$ cat config.mk
export PLATFORM = sky130hd
export DESIGN_NAME = z_run_monitor
export DESIGN_NICKNAME = d
export VERILOG_FILES = /design/src/rtl/z_run_monitor_pkg.sv /design/src/rtl/z_run_monitor_hex7seg.sv /design/src/rtl/z_run_monitor.sv
export SDC_FILE = /design/constraint.sdc
export NUM_CORES = 1
export LEC_CHECK = 0
export ABC_CLOCK_PERIOD_IN_PS = 2850
export BUFFER_PORTS_ARGS = -buffer_cell sky130_fd_sc_hd__buf_2
export CORE_MARGIN = 4
export CORE_UTILIZATION = 45
export DETAILED_ROUTE_END_ITERATION = 16
export PLACE_DENSITY = 0.77
export SYNTH_ARGS = -nofsm -noshare
export SYNTH_HDL_FRONTEND = slang
export SYNTH_HIERARCHICAL = 1
export SYNTH_SLANG_ARGS = --single-unit
$ cat constraint.sdc
create_clock -name KEY0 -period 2.85 [get_ports KEY0]
set_input_delay 0.285 -clock KEY0 [delete_from_list [all_inputs] [get_ports KEY0]]
set_output_delay 0.285 -clock KEY0 [all_outputs]
set_load 0.01 [all_outputs]
$ cat src/rtl/z_run_monitor_pkg.sv
// rtl/z_run_monitor_pkg.sv - shared state encoding, default widths and 7-segment glyphs for z_run_monitor
package z_run_monitor_pkg;

    typedef enum logic {
        S_IDLE = 1'b0,
        S_RUN  = 1'b1
    } state_t;

    localparam int CNT_W_DEF = 8;
    localparam int RUN_W_DEF = 8;

    // Active-low segments, bit order {g,f,e,d,c,b,a}
    localparam logic [6:0] SEG_0 = 7'b1000000;
    localparam logic [6:0] SEG_1 = 7'b1111001;
    localparam logic [6:0] SEG_2 = 7'b0100100;
    localparam logic [6:0] SEG_3 = 7'b0110000;
    localparam logic [6:0] SEG_4 = 7'b0011001;
    localparam logic [6:0] SEG_5 = 7'b0010010;
    localparam logic [6:0] SEG_6 = 7'b0000010;
    localparam logic [6:0] SEG_7 = 7'b1111000;
    localparam logic [6:0] SEG_8 = 7'b0000000;
    localparam logic [6:0] SEG_9 = 7'b0010000;
    localparam logic [6:0] SEG_A = 7'b0001000;
    localparam logic [6:0] SEG_B = 7'b0000011;
    localparam logic [6:0] SEG_C = 7'b1000110;
    localparam logic [6:0] SEG_D = 7'b0100001;
    localparam logic [6:0] SEG_E = 7'b0000110;
    localparam logic [6:0] SEG_F = 7'b0001110;

    function automatic logic [6:0] seg7_glyph(input logic [3:0] nibble);
        case (nibble)
            4'h0: seg7_glyph = SEG_0;
            4'h1: seg7_glyph = SEG_1;
            4'h2: seg7_glyph = SEG_2;
            4'h3: seg7_glyph = SEG_3;
            4'h4: seg7_glyph = SEG_4;
            4'h5: seg7_glyph = SEG_5;
            4'h6: seg7_glyph = SEG_6;
            4'h7: seg7_glyph = SEG_7;
            4'h8: seg7_glyph = SEG_8;
            4'h9: seg7_glyph = SEG_9;
            4'hA: seg7_glyph = SEG_A;
            4'hB: seg7_glyph = SEG_B;
            4'hC: seg7_glyph = SEG_C;
            4'hD: seg7_glyph = SEG_D;
            4'hE: seg7_glyph = SEG_E;
            default: seg7_glyph = SEG_F;
        endcase
    endfunction

endpackage

$ cat src/rtl/z_run_monitor_hex7seg.sv
// rtl/z_run_monitor_hex7seg.sv - one hex digit to active-low 7-segment decoder
module hex7seg
    import z_run_monitor_pkg::*;
(
    input  logic [3:0] nibble,
    output logic [6:0] seg
);

    always_comb begin
        seg = seg7_glyph(nibble);
    end

endmodule

$ cat src/rtl/z_run_monitor.sv
// rtl/z_run_monitor.sv - counts and measures runs of z=1; HEX outputs under Z_RUN_MONITOR_SEG7_EN
module z_run_monitor
    import z_run_monitor_pkg::*;
#(
    parameter int CNT_W = CNT_W_DEF,
    parameter int RUN_W = RUN_W_DEF
) (
    input  logic             KEY0,
    input  logic             SW0,
    input  logic             z,
    input  logic             clr,
    output logic             active,
    output logic [CNT_W-1:0] event_count,
    output logic [RUN_W-1:0] run_len,
    output logic [RUN_W-1:0] last_run,
    output logic [RUN_W-1:0] max_run,
`ifdef Z_RUN_MONITOR_SEG7_EN
    output logic [6:0]       HEX0,
    output logic [6:0]       HEX1,
    output logic [6:0]       HEX2,
    output logic [6:0]       HEX3,
`endif
    output logic             ovf
);

    localparam logic [CNT_W-1:0] CNT_MAX = {CNT_W{1'b1}};
    localparam logic [RUN_W-1:0] RUN_MAX = {RUN_W{1'b1}};

    state_t           state, next_state;
    logic [CNT_W-1:0] event_count_d;
    logic [RUN_W-1:0] run_len_d, last_run_d, max_run_d;
    logic             ovf_d;

    always_ff @(posedge KEY0 or negedge SW0) begin
        if (!SW0) begin
            state <= S_IDLE;
        end else begin
            state <= next_state;
        end
    end

    // Any state other than a valid one falls back to S_IDLE
    always_comb begin
        next_state = S_IDLE;
        if (!clr) begin
            case (state)
                S_IDLE:  next_state = z ? S_RUN : S_IDLE;
                S_RUN:   next_state = z ? S_RUN : S_IDLE;
                default: next_state = S_IDLE;
            endcase
        end
    end

    always_comb begin
        event_count_d = event_count;
        run_len_d     = run_len;
        last_run_d    = last_run;
        max_run_d     = max_run;
        ovf_d         = ovf;
        if (clr) begin
            event_count_d = '0;
            run_len_d     = '0;
            last_run_d    = '0;
            max_run_d     = '0;
            ovf_d         = 1'b0;
        end else begin
            case (state)
                S_IDLE: begin
                    if (z) begin
                        run_len_d = {{(RUN_W-1){1'b0}}, 1'b1};
                        if (event_count == CNT_MAX) begin
                            ovf_d = 1'b1;
                        end else begin
                            event_count_d = event_count + 1'b1;
                        end
                    end
                end
                S_RUN: begin
                    if (z) begin
                        if (run_len == RUN_MAX) begin
                            ovf_d = 1'b1;
                        end else begin
                            run_len_d = run_len + 1'b1;
                        end
                    end else begin
                        last_run_d = run_len;
                        if (run_len > max_run) begin
                            max_run_d = run_len;
                        end
                    end
                end
                default: begin
                    run_len_d = run_len;
                end
            endcase
        end
    end

    always_ff @(posedge KEY0 or negedge SW0) begin
        if (!SW0) begin
            event_count <= '0;
            run_len     <= '0;
            last_run    <= '0;
            max_run     <= '0;
            ovf         <= 1'b0;
        end else begin
            event_count <= event_count_d;
            run_len     <= run_len_d;
            last_run    <= last_run_d;
            max_run     <= max_run_d;
            ovf         <= ovf_d;
        end
    end

    assign active = (state == S_RUN);

`ifdef Z_RUN_MONITOR_SEG7_EN
    logic [7:0] ec8, mr8;
    assign ec8 = 8'(event_count);
    assign mr8 = 8'(max_run);

    hex7seg u_hex0 (.nibble(ec8[3:0]), .seg(HEX0));
    hex7seg u_hex1 (.nibble(ec8[7:4]), .seg(HEX1));
    hex7seg u_hex2 (.nibble(mr8[3:0]), .seg(HEX2));
    hex7seg u_hex3 (.nibble(mr8[7:4]), .seg(HEX3));
`endif

endmodule

==> flow_summary_export.csv <==
group,metric,value,unit
sta,finClkSkew,0.006330,ns
logic_synthesis,ys_ff_latch,34,
floorplan,io_pins,38,
drt,first_iter_violations,82,
drt,wire_per_inst,14.04,um
drt,ant_nets,0,
logic_synthesis,synth_nets,213,
sta,fmax,518.0,MHz
cells_and_area,synthToLayoutAreaGrowth,15.37,%
place,hpwl,2835,um
cts,cts_inserted_buffers,5,
cts,clockRootBuffer,"clkbuf_8",
power_and_ir_drop,p_leak,0.0009895,uW
cts,clock_insertion_delay_worst_skew,0.28,ns
cells_and_area,drive_gt1_share,20.51,%
cells_and_area,layout.cells.non_filler,282,
sta,rsz0062_at_grt,"no",
grt,grt_pass1_wl,6831,um
sta,period_needed,1.930,ns
floorplan,die-height,71.80,um
sta,timing.hold.ws,0.05537,ns
drt,vias_per_cell,5.479,
drt,drc_errors,0,
logic_synthesis,async_flop_share,100.0,%
logic_synthesis,synth_edf_count,0,
cts,ctsLongestPathBuffers,2,
sta,drv_slew,0,
worst_setup_path,crit_required,3.00,ns
grt,busiest_layer,"met2",
cells_and_area,antennaDiodeCount,0,
grt,antenna_found_initial,0,
logic_synthesis,ys_seq_area_share,46.45,%
sta,setup_tns,0,ns
floorplan,num_rows,22,
sta,tightest_slew,0.7353,ns
place,place_inst,276,
job,max_cap_violations,0,
drt,drtPass1Iterations,4,
status,status,"finished clean",
hold_path,min_path_type,"in -> async",
place,numPortBuffers,37,
logic_synthesis,ys.flop_type,"dfrtp_1",
logic_synthesis,yosysTopAreaCellShare,46.45,%
worst_setup_path,startpoint_type,"flop",
drt,num_vias,1545,
cts,cts_resized,0,
grt,grt_util_met3,4.488,%
logic_synthesis,synthTopCellsByArea,"dfrtp_1 46%, nand2_1 8.2%, ha_1 6.8%",
place,place_congestion,0.8654,
sta,maxSlewHeadroom,50.98,%
logic_synthesis,synth_most_common_cell,"nand2_1",
grt,grt_use_met2,27.14,%
sta,setup_viol,0,
cells_and_area,nets,249,
power_and_ir_drop,vdd_drop_max,0.2318,mV
worst_setup_path,crit_fanout,6,
logic_synthesis,ys_types,38,
logic_synthesis,synth_cells,199,
sta,hold_violations,0,
power_and_ir_drop,report.power.total,904.3,uW
logic_synthesis,synthTopCellsByCount,"40 x nand2_1, 34 x dfrtp_1, 17 x nor2_1",
grt,grt_overflow,0,
worst_setup_path,worstSetupPathType,"reg -> reg",
cts,cts_tree,"done",
cts,clock-sinks,34,
floorplan,fp.dieArea,5155,um^2
logic_synthesis,synth_warnings,6,
cts,path_clk_slew,0.07,ns
cts,htreeDepth,2,
sta,fin_crit_sh,67.74,%
worst_setup_path,cp-end-kind,"flop",
worst_setup_path,arrival,2.08,ns
floorplan,core-area,3799,um^2
floorplan,die_w,71.80,um
logic_synthesis,syn_area,1832,um^2
grt,gr-usage-all-layers,16.74,%
cts,hold_buffers,0,
logic_synthesis,synth.avg_cell_area,9.205,um^2
grt,met1_usage,21.60,%
cts,postCtsSetupRepairBufs,0,
grt,grt_max_degree,35,
logic_synthesis,synth_top_area_cell,"dfrtp_1",
power_and_ir_drop,power_density,427.9,nW/um^2
floorplan,initial_core_util,48.22,%
drt,finalWirelength,3960,um
grt,grt_pass1_vias,1498,
routing by layer:
| layer | wire length, um | up-vias | share of wire (%) |
|---|---|---|---|
| met5 | 0 | - | 0 |
| met4 | 46 | 0 | 1.2 |
| met3 | 271 | 5 | 6.8 |
| met2 | 1830 | 42 | 46 |
| met1 | 1810 | 737 | 46 |
| li1 | - | 761 | - |
power breakdown:
group	switching, uW	leakage [uW]	internal (uW)
Clock	160	0.0000431	186
Sequential	9.64	0.000471	488
Combinational	42.0	0.000475	18.7
critical path, stage by stage (launching register included):
cell and delay [ns]:
dfrtp_1 0.43, ha_1 0.24, and3_4 0.16, a311o_4 0.41, or3_1 0.37, xor2_1 0.13, nor2_1 0.05
worst paths after layout:
path,start,end,slack [ns],depth (start not counted)
max in group asynchronous,SW0,run_len[5],2.31,1
min reg2reg,ovf,ovf,0.52,2
min,SW0,max_run[3],0.06,1
max reg2reg,event_count[0],event_count[5],0.92,6
min in group KEY0,z,run_len[2],0.39,2
max,event_count[0],event_count[5],0.92,6
cell type report:
class	count	area (um^2)
Clock buffer	6	82.58
Fill cell	360	1685
Inverter	13	48.80
Multi-Input combinational cell	144	885.9
Sequential cell	34	850.8
Tap cell	48	60.06
Timing Repair Buffer	37	185.2
placed cells by master (no fill, tap or decap), types with 2 or more instances in the layout:
cell type,count
xnor2_1,4
nor2b_1,2
nand2_1,40
and3_4,2
or3_1,4
mux2i_1,9
nor3_1,2
buf_2,37
nand4_1,4
nand3_1,4
inv_1,11
o31ai_1,2
ha_1,10
a211oi_1,5
o21ai_0,7
a21oi_1,15
dfrtp_1,34
xor2_1,2
clkbuf_8,6
nor2_1,17
stage by stage:
step	setup WS, ns	area, um^2	utilization (%)
CTS	0.9131	2113	55.63
finish	0.9195	2113	55.63
global placement	0.9614	2031	53.46
global route	0.7821	2113	55.63
detailed placement	0.9350	2031	53.46
floorplan	0.9907	1832	-
flip-flops by register name, indices dropped and copies added, names as in the netlist:
| name | count |
|---|---|
| max_run | 8 |
| active | 1 |
| event_count | 8 |
| run_len | 8 |
| last_run | 8 |
| ovf | 1 |
logic make-up after synthesis:
| kind of cell | count (synthesis) | synth area share (%) |
|---|---|---|
| xor+xnor | 6 | 2.869 |
| simple gates | 81 | 20.29 |
| buf+inv | 21 | 5.191 |
| fa+ha+maj | 10 | 6.831 |
| flops | 34 | 46.45 |
| mux | 9 | 4.918 |
| compound gates | 38 | 13.46 |
(Power assumes the default switching activity.)
